## config.mk

```make
export PLATFORM = sky130hd
export DESIGN_NAME = serial_frame_deser_flat
export DESIGN_NICKNAME = d
export VERILOG_FILES = /design/src/rtl/serial_frame_deser_pkg.sv /design/src/rtl/serial_frame_deser_if.sv /design/src/rtl/serial_frame_deser_out_slot.sv /design/src/rtl/serial_frame_deser.sv /design/src/flat_wrapper.sv
export SDC_FILE = /design/constraint.sdc
export NUM_CORES = 1
export LEC_CHECK = 0
export ABC_CLOCK_PERIOD_IN_PS = 2100
export BUFFER_PORTS_ARGS = -buffer_cell sky130_fd_sc_hd__buf_2
export CAP_MARGIN = 40
export CORE_ASPECT_RATIO = 0.6
export CORE_MARGIN = 2
export CORE_UTILIZATION = 35
export CTS_CLUSTER_DIAMETER = 30
export DETAILED_ROUTE_END_ITERATION = 6
export GPL_ROUTABILITY_DRIVEN = 0
export PLACE_DENSITY = 0.62
export SLEW_MARGIN = 10
export SYNTH_ARGS = -nofsm -noshare
export SYNTH_HDL_FRONTEND = slang
export SYNTH_HIERARCHICAL = 1
export SYNTH_SLANG_ARGS = --single-unit
```

## constraint.sdc

```tcl
create_clock -name clk -period 2.1 [get_ports clk]
set_clock_uncertainty 0.15 [all_clocks]
set_input_delay 0.105 -clock clk [delete_from_list [all_inputs] [get_ports clk]]
set_output_delay 0.105 -clock clk [all_outputs]
set_load 0.02 [all_outputs]
```

## src/rtl/serial_frame_deser_pkg.sv

```systemverilog
// Shared types and constants for the serial frame deserialiser.
// The default sync pattern is stored with its first-received bit in the MSB.
package serial_deser_pkg;

   typedef enum logic {
      HUNT  = 1'b0,
      SHIFT = 1'b1
   } state_t;

   localparam int             SYNC_W_DEF   = 4;
   localparam logic [3:0]     SYNC_PAT_DEF = 4'b1011;
   localparam int             FRAME_CNT_W  = 8;

endpackage

```

## src/rtl/serial_frame_deser_if.sv

```systemverilog
// Serial input, parallel valid/ready output and status bundle of the deserialiser.
// The slave modport is the deserialiser's view; the master modport is the source/sink side.
interface serial_frame_deser_if #(
   parameter int DATA_W = 8
) ();

   logic                                    din;
   logic                                    din_vld;
   logic [DATA_W-1:0]                       dout;
   logic                                    dout_vld;
   logic                                    dout_rdy;
   logic                                    sync_lock;
   logic                                    overrun;
   logic [serial_deser_pkg::FRAME_CNT_W-1:0] frame_cnt;

   modport slave (
      input  din, din_vld, dout_rdy,
      output dout, dout_vld, sync_lock, overrun, frame_cnt
   );

   modport master (
      output din, din_vld, dout_rdy,
      input  dout, dout_vld, sync_lock, overrun, frame_cnt
   );

endinterface

```

## src/rtl/serial_frame_deser_out_slot.sv

```systemverilog
// One-entry valid/ready holding register for completed words.
// A load into a full slot that is not being drained on the same edge is reported as a drop.
module deser_out_slot #(
   parameter int DATA_W = 8
) (
   input  logic              clk,
   input  logic              rst,
   input  logic              load,
   input  logic [DATA_W-1:0] load_data,
   input  logic              rdy,
   output logic              vld,
   output logic [DATA_W-1:0] data,
   output logic              full_drop
);

   logic              w_free;
   logic              r_vld;
   logic [DATA_W-1:0] r_data;

   // Slot accepts a new word when empty or when the held word leaves this edge.
   assign w_free    = ~r_vld | rdy;
   assign full_drop = load & ~w_free;

   // Holding register: load wins over drain so accept-and-load has no bubble.
   always_ff @(posedge clk) begin
      if (!rst) begin
         r_vld  <= 1'b0;
         r_data <= '0;
      end else if (load && w_free) begin
         r_vld  <= 1'b1;
         r_data <= load_data;
      end else if (r_vld && rdy) begin
         r_vld  <= 1'b0;
      end else begin
         r_vld  <= r_vld;
      end
   end

   assign vld  = r_vld;
   assign data = r_data;

endmodule

```

## src/rtl/serial_frame_deser.sv

```systemverilog
// Sync-hunting serial-to-parallel deserialiser: finds SYNC_PAT in the qualified bit
// stream, captures the next DATA_W bits MSB-first and hands them to a one-entry output slot.
module serial_frame_deser
   import serial_deser_pkg::*;
#(
   parameter int                DATA_W   = 8,
   parameter int                SYNC_W   = SYNC_W_DEF,
   parameter logic [SYNC_W-1:0] SYNC_PAT = SYNC_PAT_DEF
) (
   input logic                  clk,
   input logic                  rst,
   serial_frame_deser_if.slave  bus
);

   localparam int CNT_W = (DATA_W > 1) ? $clog2(DATA_W) : 1;

   // Only the SYNC_W-1 / DATA_W-1 most recent bits are kept; the incoming bit completes them.
   state_t                   r_state;
   logic [SYNC_W-2:0]        r_window;
   logic [DATA_W-2:0]        r_shreg;
   logic [CNT_W-1:0]         r_cnt;
   logic                     r_sync_lock;
   logic                     r_overrun;
   logic [FRAME_CNT_W-1:0]   r_frame_cnt;

   logic [SYNC_W-1:0]        w_win_next;
   logic [DATA_W-1:0]        w_frame;
   logic                     w_last;
   logic                     w_load;
   logic                     w_full_drop;
   logic                     w_accept;
   logic                     w_slot_vld;
   logic [DATA_W-1:0]        w_slot_data;

   assign w_win_next = {r_window, bus.din};
   assign w_frame    = {r_shreg, bus.din};
   assign w_last     = (r_cnt == CNT_W'(DATA_W - 1));
   assign w_load     = bus.din_vld && (r_state == SHIFT) && w_last;
   assign w_accept   = w_load & ~w_full_drop;

   // Framing FSM with sync window, payload shifter and status registers.
   always_ff @(posedge clk) begin
      if (!rst) begin
         r_state     <= HUNT;
         r_window    <= '0;
         r_shreg     <= '0;
         r_cnt       <= '0;
         r_sync_lock <= 1'b0;
         r_overrun   <= 1'b0;
         r_frame_cnt <= '0;
      end else begin
         if (bus.din_vld) begin
            case (r_state)
               HUNT: begin
                  if (w_win_next == SYNC_PAT) begin
                     r_state     <= SHIFT;
                     r_cnt       <= '0;
                     r_window    <= '0;
                     r_sync_lock <= 1'b1;
                  end else begin
                     r_window    <= w_win_next[SYNC_W-2:0];
                  end
               end
               SHIFT: begin
                  r_shreg <= w_frame[DATA_W-2:0];
                  if (w_last) begin
                     // Each frame needs a fresh sync, so the window restarts empty.
                     r_state     <= HUNT;
                     r_cnt       <= '0;
                     r_window    <= '0;
                     r_sync_lock <= 1'b0;
                  end else begin
                     r_cnt       <= r_cnt + CNT_W'(1);
                  end
               end
               default: begin
                  r_state     <= HUNT;
                  r_cnt       <= '0;
                  r_window    <= '0;
                  r_sync_lock <= 1'b0;
               end
            endcase
         end
         if (w_full_drop) begin
            r_overrun <= 1'b1;
         end
         if (w_accept) begin
            r_frame_cnt <= r_frame_cnt + FRAME_CNT_W'(1);
         end
      end
   end

   deser_out_slot #(
      .DATA_W (DATA_W)
   ) u_out_slot (
      .clk       (clk),
      .rst       (rst),
      .load      (w_load),
      .load_data (w_frame),
      .rdy       (bus.dout_rdy),
      .vld       (w_slot_vld),
      .data      (w_slot_data),
      .full_drop (w_full_drop)
   );

   assign bus.dout      = w_slot_data;
   assign bus.dout_vld  = w_slot_vld;
   assign bus.sync_lock = r_sync_lock;
   assign bus.overrun   = r_overrun;
   assign bus.frame_cnt = r_frame_cnt;

endmodule

```

## src/flat_wrapper.sv

```systemverilog
// flat-port wrapper written by rule: the top's interface ports become plain ports
module serial_frame_deser_flat import serial_deser_pkg::*;
#(
   parameter int                DATA_W   = 8,
   parameter int                SYNC_W   = SYNC_W_DEF,
   parameter logic [SYNC_W-1:0] SYNC_PAT = SYNC_PAT_DEF
)
  (clk, rst, bus_din, bus_din_vld, bus_dout_rdy, bus_dout, bus_dout_vld, bus_sync_lock, bus_overrun, bus_frame_cnt);
  serial_frame_deser_if #(.DATA_W(DATA_W)) bus_i ();
  input logic clk;
  input logic rst;
  input wire logic [$bits(bus_i.din)-1:0] bus_din;
  input wire logic [$bits(bus_i.din_vld)-1:0] bus_din_vld;
  input wire logic [$bits(bus_i.dout_rdy)-1:0] bus_dout_rdy;
  output wire logic [$bits(bus_i.dout)-1:0] bus_dout;
  output wire logic [$bits(bus_i.dout_vld)-1:0] bus_dout_vld;
  output wire logic [$bits(bus_i.sync_lock)-1:0] bus_sync_lock;
  output wire logic [$bits(bus_i.overrun)-1:0] bus_overrun;
  output wire logic [$bits(bus_i.frame_cnt)-1:0] bus_frame_cnt;
  assign bus_i.din = bus_din;
  assign bus_i.din_vld = bus_din_vld;
  assign bus_i.dout_rdy = bus_dout_rdy;
  assign bus_dout = bus_i.dout;
  assign bus_dout_vld = bus_i.dout_vld;
  assign bus_sync_lock = bus_i.sync_lock;
  assign bus_overrun = bus_i.overrun;
  assign bus_frame_cnt = bus_i.frame_cnt;
  serial_frame_deser #(.DATA_W(DATA_W), .SYNC_W(SYNC_W), .SYNC_PAT(SYNC_PAT)) u_core (.clk(clk), .rst(rst), .bus(bus_i));
endmodule
```

==> results.yml <==
run_status:
  status: "completed"
pwr:
  power_density_mw_per_mm2: 691.2
  power.switching_w: 0.0002516
  seq_power_share_pct: 51.0
  power.internal_w: 0.0009851
  swShare_pct: 20.34
  clkPwrFrac_pct: 45.9
  combinationalPowerShare_pct: 3.1
  power.leakage_nw: 0.7029
  irDropWorstVdd_uv: 300.0
logic_synthesis:
  ys_ff_latch: 33
  synth-main-ff-cell: "dfxtp_1"
  async_flop_share_pct: 0
  syn_avg_cell_area_um2: 8.751
  synth_area_leader_cell: "dfxtp_1"
  yosys_warnings: 6
  synth_commonest_cells: "nand2_1 (38), dfxtp_1 (33), a21oi_1 (17), mux2i_1 (10), o21ai_0 (8)"
  yosysSeqAreaShare_pct: 46.89
  yosysMostFrequentCell: "nand2_1"
  synth.distinct_cells: 30
  synthDominantCellAreaShare_pct: 46.89
  synth_nets: 170
  synthesis.area_mm2: 0.001409
  synthCells: 161
  synth-edff-count: 0
  synth.top_cells.by_area: "dfxtp_1 (47%), nand2_1 (10%), mux2i_1 (7.1%)"
floorplan:
  die-area_mm2: 0.004565
  row_count: 17
  core_mm2: 0.003765
  die_w_um: 85.91
  ioPinCount: 24
  start_util_pct: 37.42
  die_h_um: 53.15
min_path:
  hold_start: "bus_dout_rdy"
  min_path_cells: 3
  hold_path_class: "in -> reg"
  whs_endpoint: "u_core/u_out_slot/vld$_SDFFE_PN0P_"
critical_path:
  cpLargestDelayFamily: "simple AND/OR/NAND/NOR gates"
  cpMaxStageDelayCell: "or3_4"
  crit_top_cell: "ha_4"
  worst-path-buf-inv: 1
  r2r-start: "u_core/r_cnt[1]$_SDFFE_PN0P_"
  required_ns: 2.16
  cp_cell_sequence: "ha_4, ha_4, and3_4, and2_4, nand4b_1, buf_6, or3_4, a21oi_2"
  end_kind: "flop"
  critical_path_class: "reg -> reg"
  slowest_delay_ns: 0.36
  critPathMaxFanout: 8
  timing.rr.end: "u_core/bus.frame_cnt[3]$_SDFFE_PN0P_"
  start_kind: "flop"
  ff2ff_path_depth: 8
  rrSetupSlack_ns: 0.02
  arrival_ns: 2.14
clock_tree:
  clock_latency_ns: 0.28
  cts_root_buf: "clkbuf_8"
  ctsHtreeMaxLevel: 2
  clk_pin_slew_ns: 0.07
  cts_tree: "yes"
  numClockSinks: 33
  cts_buffer_depth: 2
  numCtsBuffers: 5
global_routing:
  grt_usage_pct: 14.64
  grt_overflow: 0
  grt_max_degree: 26
  grt_pass1_vias: 1111
  grt_first_pass_wirelength_mm: 5.002
  antenna_found_initial: 0
routing:
  drc: 0
  routedWlPerCell_um: 13.02
  drt-vias-per-instance: 5.054
  routed_wirelength_mm: 3.137
  ant_nets: 0
  drt_iter0_markers: 27
  vias: 1218
  drtPass1Iterations: 4
timing:
  hold_viol: 0
  period_minus_slack_ns: 2.077
  tns_ns: 0
  fmax_mhz: 481.4
  rsz0062_at_grt: "yes"
  max_slew_margin_pct: 77.92
  tightest_slew_ns: 0.3313
  hold_ws_ns: 0.01525
  finalCritPeriodShare_pct: 98.92
  setup_slack_ns: 0.02264
  slew_violations: 0
  setup_violations: 0
layout:
  nFillCells: 351
  syn2layout_area_growth_pct: 27.00
  drive_above_1_share_pct: 28.35
  multi_input_area_um2: 733.2
  register_area_um2: 663.1
  diodes: 0
  layout.nets: 203
place:
  io_buffers: 23
  place_ws_ns: -0.05007
  hpwl_mm: 2.152
flow_run:
  max_cap_violations: 0
how the worst max path moves through the flow:
stage,startpoint,cells after the start,to,slack (ns)
floorplan,u_core/r_cnt[0]$_SDFFE_PN0P_,7,u_core/bus.frame_cnt[6]$_SDFFE_PN0P_,0.005
global placement,u_core/r_cnt[0]$_SDFFE_PN0P_,8,u_core/bus.frame_cnt[4]$_SDFFE_PN0P_,0.009
detailed placement,u_core/r_cnt[0]$_SDFFE_PN0P_,7,u_core/bus.frame_cnt[5]$_SDFFE_PN0P_,-0.05
CTS,u_core/r_cnt[0]$_SDFFE_PN0P_,8,u_core/bus.frame_cnt[3]$_SDFFE_PN0P_,0.03
global route,u_core/r_cnt[0]$_SDFFE_PN0P_,7,u_core/bus.frame_cnt[7]$_SDFFE_PN0P_,-0.03
finish,u_core/r_cnt[1]$_SDFFE_PN0P_,8,u_core/bus.frame_cnt[3]$_SDFFE_PN0P_,0.02
state kept, by name (all words and copies together), names as in the netlist:
register and cells:
u_core/bus.frame_cnt 8, u_core/bus.overrun 1, u_core/bus.sync_lock 1, u_core/r_cnt 3
u_core/r_shreg 7, u_core/r_state 1, u_core/r_window 3, u_core/u_out_slot/data 8
u_core/u_out_slot/vld 1
tightest hold or removal path: cells and delay by family:
| kind | cells | cell delay, ns |
|---|---|---|
| AOI/OAI and AO/OA | 1 | 0.15 |
| buffers and inverters | 1 | 0.10 |
| and+or+nand+nor | 1 | 0.04 |
layout make-up:
class | instances | share of cell area, %
flip-flops and latches | 33 | 37.06
clock buffers | 5 | 3.846
inverters | 3 | 0.6294
multi-input cells | 115 | 40.98
repair buffers | 36 | 12.24
well taps | 47 | 3.287
clock inverters | 2 | 1.958
stage by stage:
step	instance area, um2	utilization, %	power [W]	cells
2_1_floorplan	1420	-	0.0006670	161
3_3_place_gp	1599	42.47	0.0006794	230
3_5_place_dp	1599	42.47	0.0006809	230
4_1_cts	1747	46.39	0.001257	239
5_1_grt	1789	47.52	0.001289	241
6_report	1789	47.52	0.001237	241
power by group through the flow:
| stage | Combinational, W | Clock, W | Sequential, W |
|---|---|---|---|
| floorplan | 0.0000213 | 0 | 0.000646 |
| global placement | 0.0000346 | 0 | 0.000645 |
| detailed placement | 0.0000358 | 0 | 0.000645 |
| CTS | 0.0000378 | 0.000588 | 0.000631 |
| global route | 0.0000412 | 0.000617 | 0.000631 |
| finish | 0.0000378 | 0.000568 | 0.000631 |
per-layer routing:
layer / track usage [%] / vias to the layer above / wire length, um
met3: 4.212 / 3 / 103
met5: 0 / - / 0
met4: 6.349 / 0 / 20
met2: 24.29 / 23 / 1449
met1: 17.95 / 570 / 1563
li1: - / 622 / -
placed cells by master, fill, tap and decap left out, types with 5 or more instances in the layout:
cell type and instances:
a21oi_1 14, buf_2 23, buf_4 11, clkbuf_8 5, dfxtp_1 31, mux2i_1 10
nand2_1 38, nand3_1 6, o21ai_0 8
cell families after synthesis:
kind of cell	Yosys count	synth area share (%)
compound gates	32	12.61
xor+xnor	1	0.6218
fa+ha+maj	4	3.553
buf+inv	13	4.795
flops	33	46.89
mux	10	7.105
simple gates	68	24.42
what timing repair did:
action,in CTS,in global routing
endpoints found under the hold margin,2,0
pin swaps,4,2
setup buffers,1,2
endpoints found under the setup margin,6,5
resized for setup,7,5
hold buffers,1,0
Note: power is estimated with default switching activity, not from simulation.
